[src/rtl/spi_word_rx.sv]
// SPI slave word receiver: MSB-first MOSI frames under active-low CSn, sampled on SCL falling edges.
// Optional reply path (MISO, tx_reply) is enabled by defining SPIWORD_RX_MISO_EN.
module spi_word_rx #(
    parameter int unsigned WIDTH       = 24,
    parameter int unsigned SYNC_STAGES = 2
) (
    input  logic             clk,
    input  logic             resetn,
    input  logic             SCL,
    input  logic             CSn,
    input  logic             MOSI,
    output logic [WIDTH-1:0] rx,
    output logic             rx_valid,
    input  logic             rx_ack,
    output logic             frame_err,
    output logic             overrun,
    output logic             busy
`ifdef SPIWORD_RX_MISO_EN
    ,
    input  logic [WIDTH-1:0] tx_reply,
    output logic             MISO
`endif
);

    localparam int unsigned CW = $clog2(WIDTH + 1);
    localparam int unsigned FW = $clog2(SYNC_STAGES + 1);

    typedef enum logic [1:0] {StWait, StIdle, StShift} state_e;

    logic [1:0]             rst_sync_q;
    logic                   rst_n;
    logic [SYNC_STAGES-1:0] scl_sync, csn_sync, mosi_sync;
    logic                   scl_q;
    logic                   scl_s, csn_s, mosi_s;
    logic                   scl_fall, sample, last;

    state_e                 state_q;
    logic [CW-1:0]          cnt_q;
    logic [FW-1:0]          flush_q;
    logic [WIDTH-1:0]       shift_q;
    logic                   done_q;
    logic                   pending_q;
    logic [WIDTH-1:0]       rx_q;
    logic                   rx_valid_q, frame_err_q, overrun_q;

    // Assert asynchronously, release on a clock edge.
    always_ff @(posedge clk or negedge resetn) begin
        if (!resetn) rst_sync_q <= 2'b00;
        else         rst_sync_q <= {rst_sync_q[0], 1'b1};
    end
    assign rst_n = rst_sync_q[1];

    always_ff @(posedge clk or negedge rst_n) begin
        if (!rst_n) begin
            scl_sync  <= '1;
            csn_sync  <= '1;
            mosi_sync <= '0;
            scl_q     <= 1'b1;
        end else begin
            scl_sync[0]  <= SCL;
            csn_sync[0]  <= CSn;
            mosi_sync[0] <= MOSI;
            for (int i = 1; i < SYNC_STAGES; i++) begin
                scl_sync[i]  <= scl_sync[i-1];
                csn_sync[i]  <= csn_sync[i-1];
                mosi_sync[i] <= mosi_sync[i-1];
            end
            scl_q <= scl_s;
        end
    end

    assign scl_s    = scl_sync[SYNC_STAGES-1];
    assign csn_s    = csn_sync[SYNC_STAGES-1];
    assign mosi_s   = mosi_sync[SYNC_STAGES-1];
    assign scl_fall = scl_q & ~scl_s;
    assign sample   = scl_fall & ~csn_s & (state_q != StWait);
    assign last     = (cnt_q == CW'(WIDTH - 1));

    // StWait lets the preset synchronisers flush after reset and then demands a
    // high CSn, so a frame already in progress at reset release is never joined.
    always_ff @(posedge clk or negedge rst_n) begin
        if (!rst_n) begin
            state_q     <= StWait;
            cnt_q       <= '0;
            flush_q     <= '0;
            shift_q     <= '0;
            done_q      <= 1'b0;
            pending_q   <= 1'b0;
            rx_q        <= '0;
            rx_valid_q  <= 1'b0;
            frame_err_q <= 1'b0;
            overrun_q   <= 1'b0;
        end else begin
            rx_valid_q  <= done_q;
            frame_err_q <= 1'b0;
            done_q      <= 1'b0;

            if (rx_ack) begin
                pending_q <= 1'b0;
                overrun_q <= 1'b0;
            end
            // A completion beats a coincident ack: the new word stays pending.
            if (done_q) begin
                rx_q      <= shift_q;
                pending_q <= 1'b1;
                if (pending_q && !rx_ack) overrun_q <= 1'b1;
            end

            case (state_q)
                StWait: begin
                    if (flush_q != FW'(SYNC_STAGES)) flush_q <= flush_q + FW'(1);
                    else if (csn_s)                  state_q <= StIdle;
                end
                StIdle: begin
                    if (!csn_s) state_q <= StShift;
                end
                StShift: begin
                    if (csn_s) begin
                        state_q     <= StIdle;
                        frame_err_q <= (cnt_q != '0);
                    end
                end
                default: state_q <= StWait;
            endcase

            if (csn_s) begin
                cnt_q <= '0;
            end else if (sample) begin
                shift_q <= {shift_q[WIDTH-2:0], mosi_s};
                if (last) begin
                    cnt_q  <= '0;
                    done_q <= 1'b1;
                end else begin
                    cnt_q <= cnt_q + CW'(1);
                end
            end
        end
    end

    assign rx        = rx_q;
    assign rx_valid  = rx_valid_q;
    assign frame_err = frame_err_q;
    assign overrun   = overrun_q;
    assign busy      = ~csn_s & (cnt_q != '0);

`ifdef SPIWORD_RX_MISO_EN
    logic [WIDTH-1:0] reply_q, reply_cur;
    logic             miso_q;

    // Reply is (re)loaded on the first cycle CSn is seen low, and at each completion.
    always_comb begin
        reply_cur = reply_q;
        if (state_q == StIdle) reply_cur = tx_reply;
    end

    always_ff @(posedge clk or negedge rst_n) begin
        if (!rst_n) begin
            reply_q <= '0;
            miso_q  <= 1'b0;
        end else if (csn_s || state_q == StWait) begin
            miso_q <= 1'b0;
        end else if (sample) begin
            miso_q  <= reply_cur[WIDTH-1];
            reply_q <= last ? tx_reply : {reply_cur[WIDTH-2:0], 1'b0};
        end else begin
            reply_q <= reply_cur;
        end
    end

    assign MISO = miso_q;
`endif

endmodule

[config.mk]
export PLATFORM = sky130hd
export DESIGN_NAME = spi_word_rx
export DESIGN_NICKNAME = d
export VERILOG_FILES = /design/src/rtl/spi_word_rx.sv
export SDC_FILE = /design/constraint.sdc
export NUM_CORES = 1
export LEC_CHECK = 0
export ABC_AREA = 1
export BUFFER_PORTS_ARGS = -buffer_cell sky130_fd_sc_hd__buf_2
export CORE_ASPECT_RATIO = 0.9
export CORE_MARGIN = 2
export CORE_UTILIZATION = 59
export CTS_BUF_LIST = sky130_fd_sc_hd__clkbuf_2 sky130_fd_sc_hd__clkbuf_4 sky130_fd_sc_hd__clkbuf_8
export CTS_CLUSTER_DIAMETER = 40
export DETAILED_ROUTE_END_ITERATION = 12
export PLACE_DENSITY = 0.91
export SLEW_MARGIN = 0
export SYNTH_ARGS = -nofsm -noshare
export SYNTH_HDL_FRONTEND = slang
export SYNTH_SLANG_ARGS = --single-unit
[constraint.sdc]
create_clock -name clk -period 2.9 [get_ports clk]
set_clock_uncertainty 0.1 [all_clocks]
set_input_delay 0.29 -clock clk [delete_from_list [all_inputs] [get_ports clk]]
set_output_delay 0.29 -clock clk [all_outputs]
set_load 0.005 [all_outputs]
==> results of run 1 <==
-- layout make-up --
cell class	count	area, um^2	share of cell area (%)
sequential	71	1784	55.23
clock inverter	6	108.9	3.369
clock buffer	10	131.4	4.067
tap	62	77.57	2.401
timing repair buffer	39	232.7	7.204
multi-input combinational	143	749.5	23.20
inverter	39	146.4	4.531
-- how the worst max path moves through the flow --
stage	to	slack, ps	depth (start not counted)
floorplan	cnt_q[0]	690	0
detailed placement	cnt_q[2]	1090	5
finish	cnt_q[1]	1060	4
global placement	cnt_q[4]	1190	5
CTS	cnt_q[1]	1050	4
global route	cnt_q[1]	920	4
-- per-layer routing --
layer	vias to the layer above	global-route usage [%]
met2	42	33.48
met5	-	0
met3	14	8.203
met4	0	12.27
met1	883	24.45
li1	900	-
-- per-stage QoR --
step | utilization [%] | worst slack [ps] | hold WS (ps) | power (mW) | std cells
2_1_floorplan | - | 685.2 | -105.6 | 1.119 | 265
4_1_cts | 72.43 | 1051 | 102.7 | 2.088 | 370
5_1_grt | 72.43 | 920.7 | 124.8 | 2.154 | 370
6_report | 72.43 | 1064 | 118.4 | 2.068 | 370
3_3_place_gp | 66.14 | 1189 | -23.16 | 1.139 | 350
3_5_place_dp | 66.14 | 1089 | -20.94 | 1.145 | 350
-- placed cells by master, fill, tap and decap left out, types with 2 or more instances in the layout --
cell | netlist | routed
nand2_2 | 10 | 10
inv_1 | 37 | 37
clkbuf_8 | 0 | 9
o21ai_2 | 10 | 10
inv_2 | 2 | 2
ha_1 | 3 | 3
nand2_1 | 51 | 51
o21ai_0 | 38 | 38
nor3_1 | 2 | 2
clkinv_2 | 0 | 2
a31oi_1 | 2 | 2
nand3_1 | 8 | 8
o21ai_1 | 4 | 4
nor2_1 | 6 | 6
bufinv_16 | 0 | 3
dlygate4sd3_1 | 0 | 4
dfstp_2 | 5 | 5
dfrtp_1 | 66 | 65
buf_2 | 7 | 33
-- cells by family (layout without fill, tap and decap cells) --
family	count (synthesis)	count (layout)	synth area share (%)
flops	71	71	64.89
compound gates	55	55	11.47
buf+inv	51	94	7.832
fa+ha+maj	3	3	1.366
xor+xnor	2	2	0.6376
other cells	1	1	0.1365
simple gates	82	82	13.66
-- sequential cells by signal, summed over array words and instances (netlist names), 2 cells and up --
register,count
rx,24
rst_sync_q,2
shift_q,24
scl_sync,2
flush_q,2
mosi_sync,2
state_q,2
csn_sync,2
cnt_q,5
-- report_power, final --
group | internal (mW) | total, mW | switching (mW)
clock | 0.579 | 0.938 | 0.358
sequential | 1.02 | 1.05 | 0.0267
combinational | 0.0274 | 0.0802 | 0.0528
total | 1.63 | 2.07 | 0.438
-- worst max-delay path, stage by stage, from the launching register on --
cell and delay [ps]:
dfstp_2 520, inv_1 40, nor2_2 110, nand3_4 510, o21ai_0 430
-- timing repair --
| item | in CTS | in global routing |
|---|---|---|
| buffers inserted | 0 | 0 |
| endpoints found under the hold margin | 5 | 0 |
| hold buffers | 4 | 0 |
==> metrics.md, run 1 <==
| Metric | Value |
|---|---|
| Outcome | `complete, no violations` |
| Initial antenna violation count | `0` |
| Nets@finish | `312` |
| Worst Path Required | `3030 ps` |
| Number of synthesized flops with an enable pin | `0` |
| Main area contributors after synthesis | `dfrtp_1 60%, nand2_1 7.0%, o21ai_0 6.9%, inv_1 5.1%, dfstp_2 4.8%` |
| CTS buffer count | `9` |
| Setup Total Neg Slack | `0 ps` |
| TritonRoute pass-1 iters | `4` |
| Area growth syn-to-layout | `17.58%` |
| Die width | `75.94 um` |
| GRT Util Overall | `about a fifth` |
| Cell with the most instances after synthesis | `dfrtp_1` |
| Lkg Pwr | `1.585 nW` |
| Share of layout cells above drive strength 1 | `a little over a quarter` |
| Met2 wire len | `2376 um` |
| First-pass GRT wire length | `8073 um` |
| Met3 wire len | `217 um` |
| Clock-pin slew of the registers on the worst-case setup and hold paths | `70 ps` |
| Post-route ant nets | `0` |
| P per Cell Area | `~640 nW/um^2` |
| R2R setup slack | `1060 ps` |
| Least-Margin Pin Slew | `~750 ps` |
| Max VDD drop | `393.0 uV` |
| CTS root buf | `clkbuf_8` |
| Fill cell count | `319` |
| H-tree depth reported by CTS | `3` |
| Clk_lat worst skew | `340 ps` |
| RSZ-0062 raised after global routing | `no` |
| IO Count | `34` |
| Diode count | `0` |
| Min-Delay Path Depth | `4` |
| Distinct cells, synth | `26` |
| Post-DP HPWL | `3014 um` |
| FF-to-FF End | `cnt_q[1]` |
| Initial Util | `around three fifths` |
| Worst min path class | `input port to register` |
| Die area | `5220 um^2` |
| FMAX | `544.7 MHz` |
| Residual DRC | `0` |
| Number of global-route vias before repair | `1811` |
| Gr ovfl total | `0` |
| Number of I/O port buffers | `33` |
| Synth Register Bits | `71` |
| Area leader, netlist | `dfrtp_1` |
| Placer Congestion | `roughly 0.77` |
| Final instance area | `~3200 um^2` |
| Share of flip-flops with an asynchronous set or reset | `100.0%` |
| Resized Gates After CTS | `0` |
| Cells after synthesis | `approximately 270` |
| Final min period | `1836 ps` |
| Syn nets | `~270` |
| Critical path type | `register to register` |
| Yosys top cell area share | `between 60% and 70%` |
| Top_reg_cell synth | `dfrtp_1` |
| Std-Cell Rows | `23` |
| TritonCTS Sinks | `a little over 70` |
| Critical path arrival | `between 1500 and 2000 ps` |
| WL/cell | `13.01 um` |
| Commonest cells post-synth | `66 x dfrtp_1, 51 x nand2_1, 38 x o21ai_0` |
| TritonCTS clock tree | `done` |
| Post-Place Cell Area | `2950 um^2` |
| Startpoint Class | `register` |
| Synthesized cell area | `2748 um^2` |
| Worst reg2reg startpoint | `scl_q` |
| Final setup viols | `0` |
| Final wirelength | `between 4000 and 5000 um` |
| Setup crit start | `scl_q` |
| Final Hold Viols | `0` |
| CP Capture Type | `register` |
| Top layer reached by signal wires | `met4` |
| Rel. slew slack | `between 50% and 60%` |
| Met1 wire length | `approximately 2100 um` |
| Worst Hold Path EP | `pending_q` |
| Clk buf depth | `2` |
| Vias/cell | `4.970` |
| Core box area | `4461 um^2` |
| Syn_area_per_cell | `10.37 um^2` |
| Pin count of the biggest net entering global routing | `60` |
| Synthesis Warnings | `0` |
| Number of max-cap violations | `0` |
| Count of final max-slew check failures | `0` |
| Drt initial violations | `90` |
| Crit-path max FO | `approximately 60` |
| Post-synthesis sequential area ratio | `64.89%` |
| Via count | `1839` |
| Die height | `about 70 um` |
| Hold_sp | `rx_ack` |
| Fin crit share | `63.30%` |
| Worst Reg-to-Reg Cells | `4` |
No activity file was read; power rests on OpenSTA's default activity.
==> inputs of run 2 (changes only) <==
Clock period 2.9 ns to 1.75 ns, I/O delays scaled along.
==> run 2 against run 1 <==
Die area did not move. Hold slack got worse by 76 ps. Critical path type is now register to primary output. Core utilization fell by 0.17 points.
==> metrics.md, run 2 (synthesis results as in run 1) <==
| Metric | Value |
|---|---|
| Share of layout cells above drive strength 1 | `27.48% (+0.85 points)` |
| GRT met1 Usage | `25.33% (+0.88 points)` |
| Number of max-cap violations | `0 (unchanged)` |
| P per Cell Area | `973.4 nW/um^2 (+52%)` |
| First-pass GRT wire length | `8017 um (-0.69%)` |
| Logic pwr share | `4.7% (+0.8 points)` |
| Via count | `1845 (+0.33%)` |
| H-tree depth reported by CTS | `3 (unchanged)` |
| GRT Max-Usage Layer | `met2` |
| GRT Util Overall | `20.43% (-0.38 points)` |
| TritonCTS clock tree | `done` |
| Leading cell type in the layout, fill and taps excluded | `dfrtp_1` |
| Post-DP HPWL | `3158 um (+4.8%)` |
| Number of global-route vias before repair | `1773 (-2.1%)` |
| Fin crit share | `94.88%` |
| Placer Congestion | `0.7943 (+3.6%)` |
| Post-route ant nets | `0 (unchanged)` |
| Die area | `5220 um^2 (unchanged)` |
| Drt initial violations | `218 (+140%)` |
| RSZ-0062 raised after global routing | `no` |
| Worst Path Required | `1470 ps (-1560 ps)` |
| Net switching power | `0.7236 mW (+65%)` |
| IO Count | `34 (unchanged)` |
| Vias/cell | `4.920 (-1.0%)` |
| TritonRoute pass-1 iters | `4 (unchanged)` |
| Number of I/O port buffers | `33 (unchanged)` |
| Initial antenna violation count | `0 (unchanged)` |
| Core box area | `4461 um^2 (unchanged)` |
| Worst min path class | `input port to asynchronous set/reset pin` |
| Clock-pin slew of the registers on the worst-case setup and hold paths | `70 ps (about the same)` |
| CTS root buf | `clkbuf_8` |
| WL/cell | `12.76 um (-1.9%)` |
| Final setup viols | `0 (unchanged)` |
| Clk_lat worst skew | `340 ps (about the same)` |
| Max VDD drop | `525.7 uV (+34%)` |
| Final min period | `1660 ps` |
| Nets@finish | `317 (+1.6%)` |
| Initial Util | `61.60% (unchanged)` |
| Startpoint Class | `register` |
| Lkg Pwr | `1.584 nW (about the same)` |
| Internal cell power | `2.414 mW (+48%)` |
| Area growth syn-to-layout | `17.30%` |
| FMAX | `602.3 MHz` |
| Grt met3 use | `4.427% (-3.8 points)` |
| TritonCTS Sinks | `71 (unchanged)` |
| Critical path arrival | `1390 ps (-570 ps)` |
| Crit-path max FO | `6 (-90%)` |
| Die height | `68.74 um (unchanged)` |
| Final wirelength | `4784 um (-0.62%)` |
| Std-Cell Rows | `23 (unchanged)` |
| Setup Total Neg Slack | `0 ps (unchanged)` |
| Seq pwr share | `55.1% (+4.3 points)` |
| Clk buf depth | `2 (unchanged)` |
| Sw Ratio | `23.06% (+1.9 points)` |
| Outcome | `complete, no violations` |
| Count of final max-slew check failures | `0 (unchanged)` |
| CTS buffer count | `9 (unchanged)` |
| Residual DRC | `0 (unchanged)` |
| Min Hold Slack | `42.24 ps (-76.14 ps)` |
| Clock power share | `40.2% (-5.1 points)` |
| Met2 Use GR | `34.04% (+0.56 points)` |
| Diode count | `0 (unchanged)` |
| Pin count of the biggest net entering global routing | `37 (-38%)` |
| Gr ovfl total | `0 (unchanged)` |
| CP Capture Type | `primary output` |
| Critical path type | `register to primary output` |
| Die width | `75.94 um (unchanged)` |
| Final Hold Viols | `0 (unchanged)` |
| Commonest non-fill, non-tap cells in the layout | `65 x dfrtp_1, 51 x nand2_1, 38 x o21ai_0` |
-- run 2: cell types whose count changed in the layout (fill, tap and decap cells not counted) --
cell	previous run	this run
buf_4	1	5
bufinv_16	3	1
clkinv_2	2	3
clkinvlp_4	0	1
dlygate4sd3_1	4	5
-- run 2: worst paths after layout --
path	start	to	slack [ps]	cells after the start
max in group asynchronous	rst_sync_q[1]	csn_sync[1]	1030	1
min	resetn	rst_sync_q[1]	40	2
min in group clk	mosi_sync[0]	mosi_sync[1]	250	0
max	cnt_q[0]	busy	90	4
max reg2reg	scl_q	shift_q[22]	190	6
min reg2reg	rst_sync_q[1]	cnt_q[3]	190	1
-- run 2: final cells by class --
class	instances	area, um^2
sequential	71	1784
fill	314	1237
multi-input combinational	143	749.5
timing repair buffer	44	272.8
inverter	39	146.4
clock buffer	10	131.4
tap	62	77.57
clock inverter	6	61.31
-- run 2: timing repair --
action | CTS | global route
gates resized for setup | 0 | 0
hold endpoints to repair | 6 | 0
hold buffers | 5 | 0
setup buffers | 0 | 0
-- run 2: power groups by stage --
stage	logic, mW	registers [mW]	clock network, mW
after floorplan	0.0833	1.77	0
after global placement	0.134	1.75	0
after detailed placement	0.141	1.76	0
after CTS	0.153	1.73	1.29
after global routing	0.176	1.73	1.34
final	0.149	1.73	1.26
-- run 2: metrics by stage --
stage	std cells	setup WS, ps	utilization [%]	total power [mW]	area [um^2]
detailed placement	354	190.8	66.82	1.898	2980
finish	375	89.60	72.26	3.137	3223
floorplan	265	430.9	-	1.855	2749
global route	375	12.24	72.26	3.255	3223
CTS	375	93.09	72.26	3.167	3223
global placement	354	260.0	66.82	1.887	2980
-- run 2: critical path: stages, from the launching register on --
cell     delay, ps
dfrtp_1        450
inv_1           80
ha_1           220
a31oi_1        170
buf_2          130
-- run 2: routing by layer --
metal  share of wire [%]  vias to the layer above
met5                   0                        -
met4                 2.2                        0
met3                 3.6                       12
met2                  50                       36
met1                  44                      886
li1                    -                      911
==> inputs of run 3 (changes only) <==
Settings changed: CORE_ASPECT_RATIO 0.9 to unset.
==> run 3 against run 2 <==
First-iteration DRC count down 33%. Core utilization up 0.11 points. Combinational power down 3%. Hold slack better by 3.3 ps. Via count up 2.3%. Sequential share of layout area up 0.50 points. Non-clock buffer count down 1. Highest routed layer unchanged.
==> metrics.md, run 3 (synthesis results as in run 1) <==
| Metric | Value |
|---|---|
| Outcome | `complete, no violations` |
| Place WS | `245.4 ps (+54.64 ps)` |
| Final instance area | `3194 um^2 (-0.89%)` |
| Drt initial violations | `146 (-33%)` |
| Buffers inserted by post-CTS timing repair | `0 (unchanged)` |
| Final Hold Viols | `0 (unchanged)` |
| Worst min path class | `input port to asynchronous set/reset pin` |
| Final min period | `1638 ps (-22.25 ps)` |
| Die width | `72.24 um (-4.9%)` |
| Initial antenna violation count | `0 (unchanged)` |
| GRT Util Overall | `21.94% (+1.5 points)` |
| Residual DRC | `0 (unchanged)` |
| Lkg Pwr | `1.575 nW (-0.56%)` |
| Fill cell count | `299 (-4.8%)` |
| IO Count | `34 (unchanged)` |
| Number of max-cap violations | `0 (unchanged)` |
| Share of layout cells above drive strength 1 | `27.24% (-0.23 points)` |
| Setup Total Neg Slack | `0 ps (unchanged)` |
| Critical path type | `register to primary output` |
| Final wirelength | `4957 um (+3.6%)` |
| Post-route ant nets | `0 (unchanged)` |
| Critical path arrival | `1360 ps (-30 ps)` |
| Final setup viols | `0 (unchanged)` |
| CP Capture Type | `primary output` |
| Gr ovfl total | `0 (unchanged)` |
| Delay-heaviest family, CP | `flip-flops` |
| Leading cell type in the layout, fill and taps excluded | `dfrtp_1` |
| Post-Place Cell Area | `2960 um^2 (-0.67%)` |
| Crit-path max FO | `6 (unchanged)` |
| First-pass GRT wire length | `8404 um (+4.8%)` |
| Diode count | `0 (unchanged)` |
| TritonRoute pass-1 iters | `4 (unchanged)` |
| Post-DP HPWL | `3345 um (+5.9%)` |
| Finished Core Util | `72.36% (+0.11 points)` |
| Area growth syn-to-layout | `16.26%` |
| Worst Path Required | `1470 ps (about the same)` |
| Clk_lat worst skew | `340 ps (about the same)` |
| CTS buffer count | `9 (unchanged)` |
| CP max-delay cell | `dfrtp_1` |
| Placer Congestion | `0.7630 (-3.9%)` |
| Nets@finish | `316 (-0.32%)` |
| TritonCTS Sinks | `71 (unchanged)` |
| Buf/Inv on CP | `2 (unchanged)` |
| Count of final max-slew check failures | `0 (unchanged)` |
| Std-Cell Rows | `24 (+4.3%)` |
| Max VDD drop | `701.9 uV (+34%)` |
| CTS root buf | `clkbuf_8` |
| Commonest non-fill, non-tap cells in the layout | `65 x dfrtp_1, 51 x nand2_1, 38 x o21ai_0` |
| Overall power | `3.075 mW (-2.0%)` |
| H-tree depth reported by CTS | `3 (unchanged)` |
| Initial Util | `62.24% (+0.65 points)` |
| Core box area | `4414 um^2 (-1.0%)` |
| Fin crit share | `93.61% (-1.3 points)` |
| Die area | `5219 um^2 (about the same)` |
| Resized Gates After CTS | `0 (unchanged)` |
| TritonCTS clock tree | `done` |
| P per Cell Area | `962.7 nW/um^2 (-1.1%)` |
| Pin count of the biggest net entering global routing | `50 (+35%)` |
| CP max stage delay | `420 ps (-30 ps)` |
| Vias/cell | `5.187 (+5.4%)` |
| Die height | `72.24 um (+5.1%)` |
| Number of global-route vias before repair | `1837 (+3.6%)` |
| Setup ws final | `111.9 ps (+22.25 ps)` |
| RSZ-0062 raised after global routing | `no` |
| Number of I/O port buffers | `33 (unchanged)` |
| WL/cell | `13.62 um (+6.7%)` |
| Worst-path cell chain | `inv_1 -> ha_1 -> a31oi_1 -> buf_2` |
| Startpoint Class | `register` |
| Hold bufs inserted after CTS | `5 (unchanged)` |
| FMAX | `610.4 MHz (+1.4%)` |
| Clk buf depth | `2 (unchanged)` |
| Via count | `1888 (+2.3%)` |
| Clock-pin slew of the registers on the worst-case setup and hold paths | `70 ps (about the same)` |
==> run 3: path summary, 6_finish.rpt <==
path / from / end / slack (ps) / cells past startpoint
max in group asynchronous: rst_sync_q[1] / rx[20] / 840 / 1
hold reg to reg: rst_sync_q[1] / shift_q[22] / 100 / 0
setup / recovery: cnt_q[0] / busy / 110 / 4
hold / removal: resetn / rst_sync_q[0] / 50 / 2
setup reg to reg: scl_q / shift_q[7] / 200 / 6
min in group clk: mosi_sync[0] / mosi_sync[1] / 250 / 0
==> run 3: area by class of cell <==
type	count	area [um^2]	area share (%)
Sequential cell	71	1784	55.86
Multi-Input combinational cell	143	749.5	23.46
Timing Repair Buffer	43	265.3	8.304
Clock buffer	13	166.4	5.210
Inverter	39	146.4	4.583
Tap cell	52	65.06	2.037
Clock inverter	3	17.52	0.5484
==> run 3: metal layers <==
metal  vias up  wire length (um)  GRT usage (%)
met5         -                 0              0
met4         0               102          12.16
met3        11               216          6.250
met2        51              2494          33.74
met1       915              2144          28.25
li1        911                 -              -
==> run 3: stage by stage <==
step                instances  hold slack [ps]
finish                    364            45.53
global route              364            48.55
CTS                       364            26.61
detailed placement        343           -137.9
global placement          343           -137.8
floorplan                 265           -220.6
==> run 3: report_power, final <==
group          internal, mW  switching [mW]
clock network         0.619           0.574
registers              1.70          0.0395
logic                0.0502          0.0951
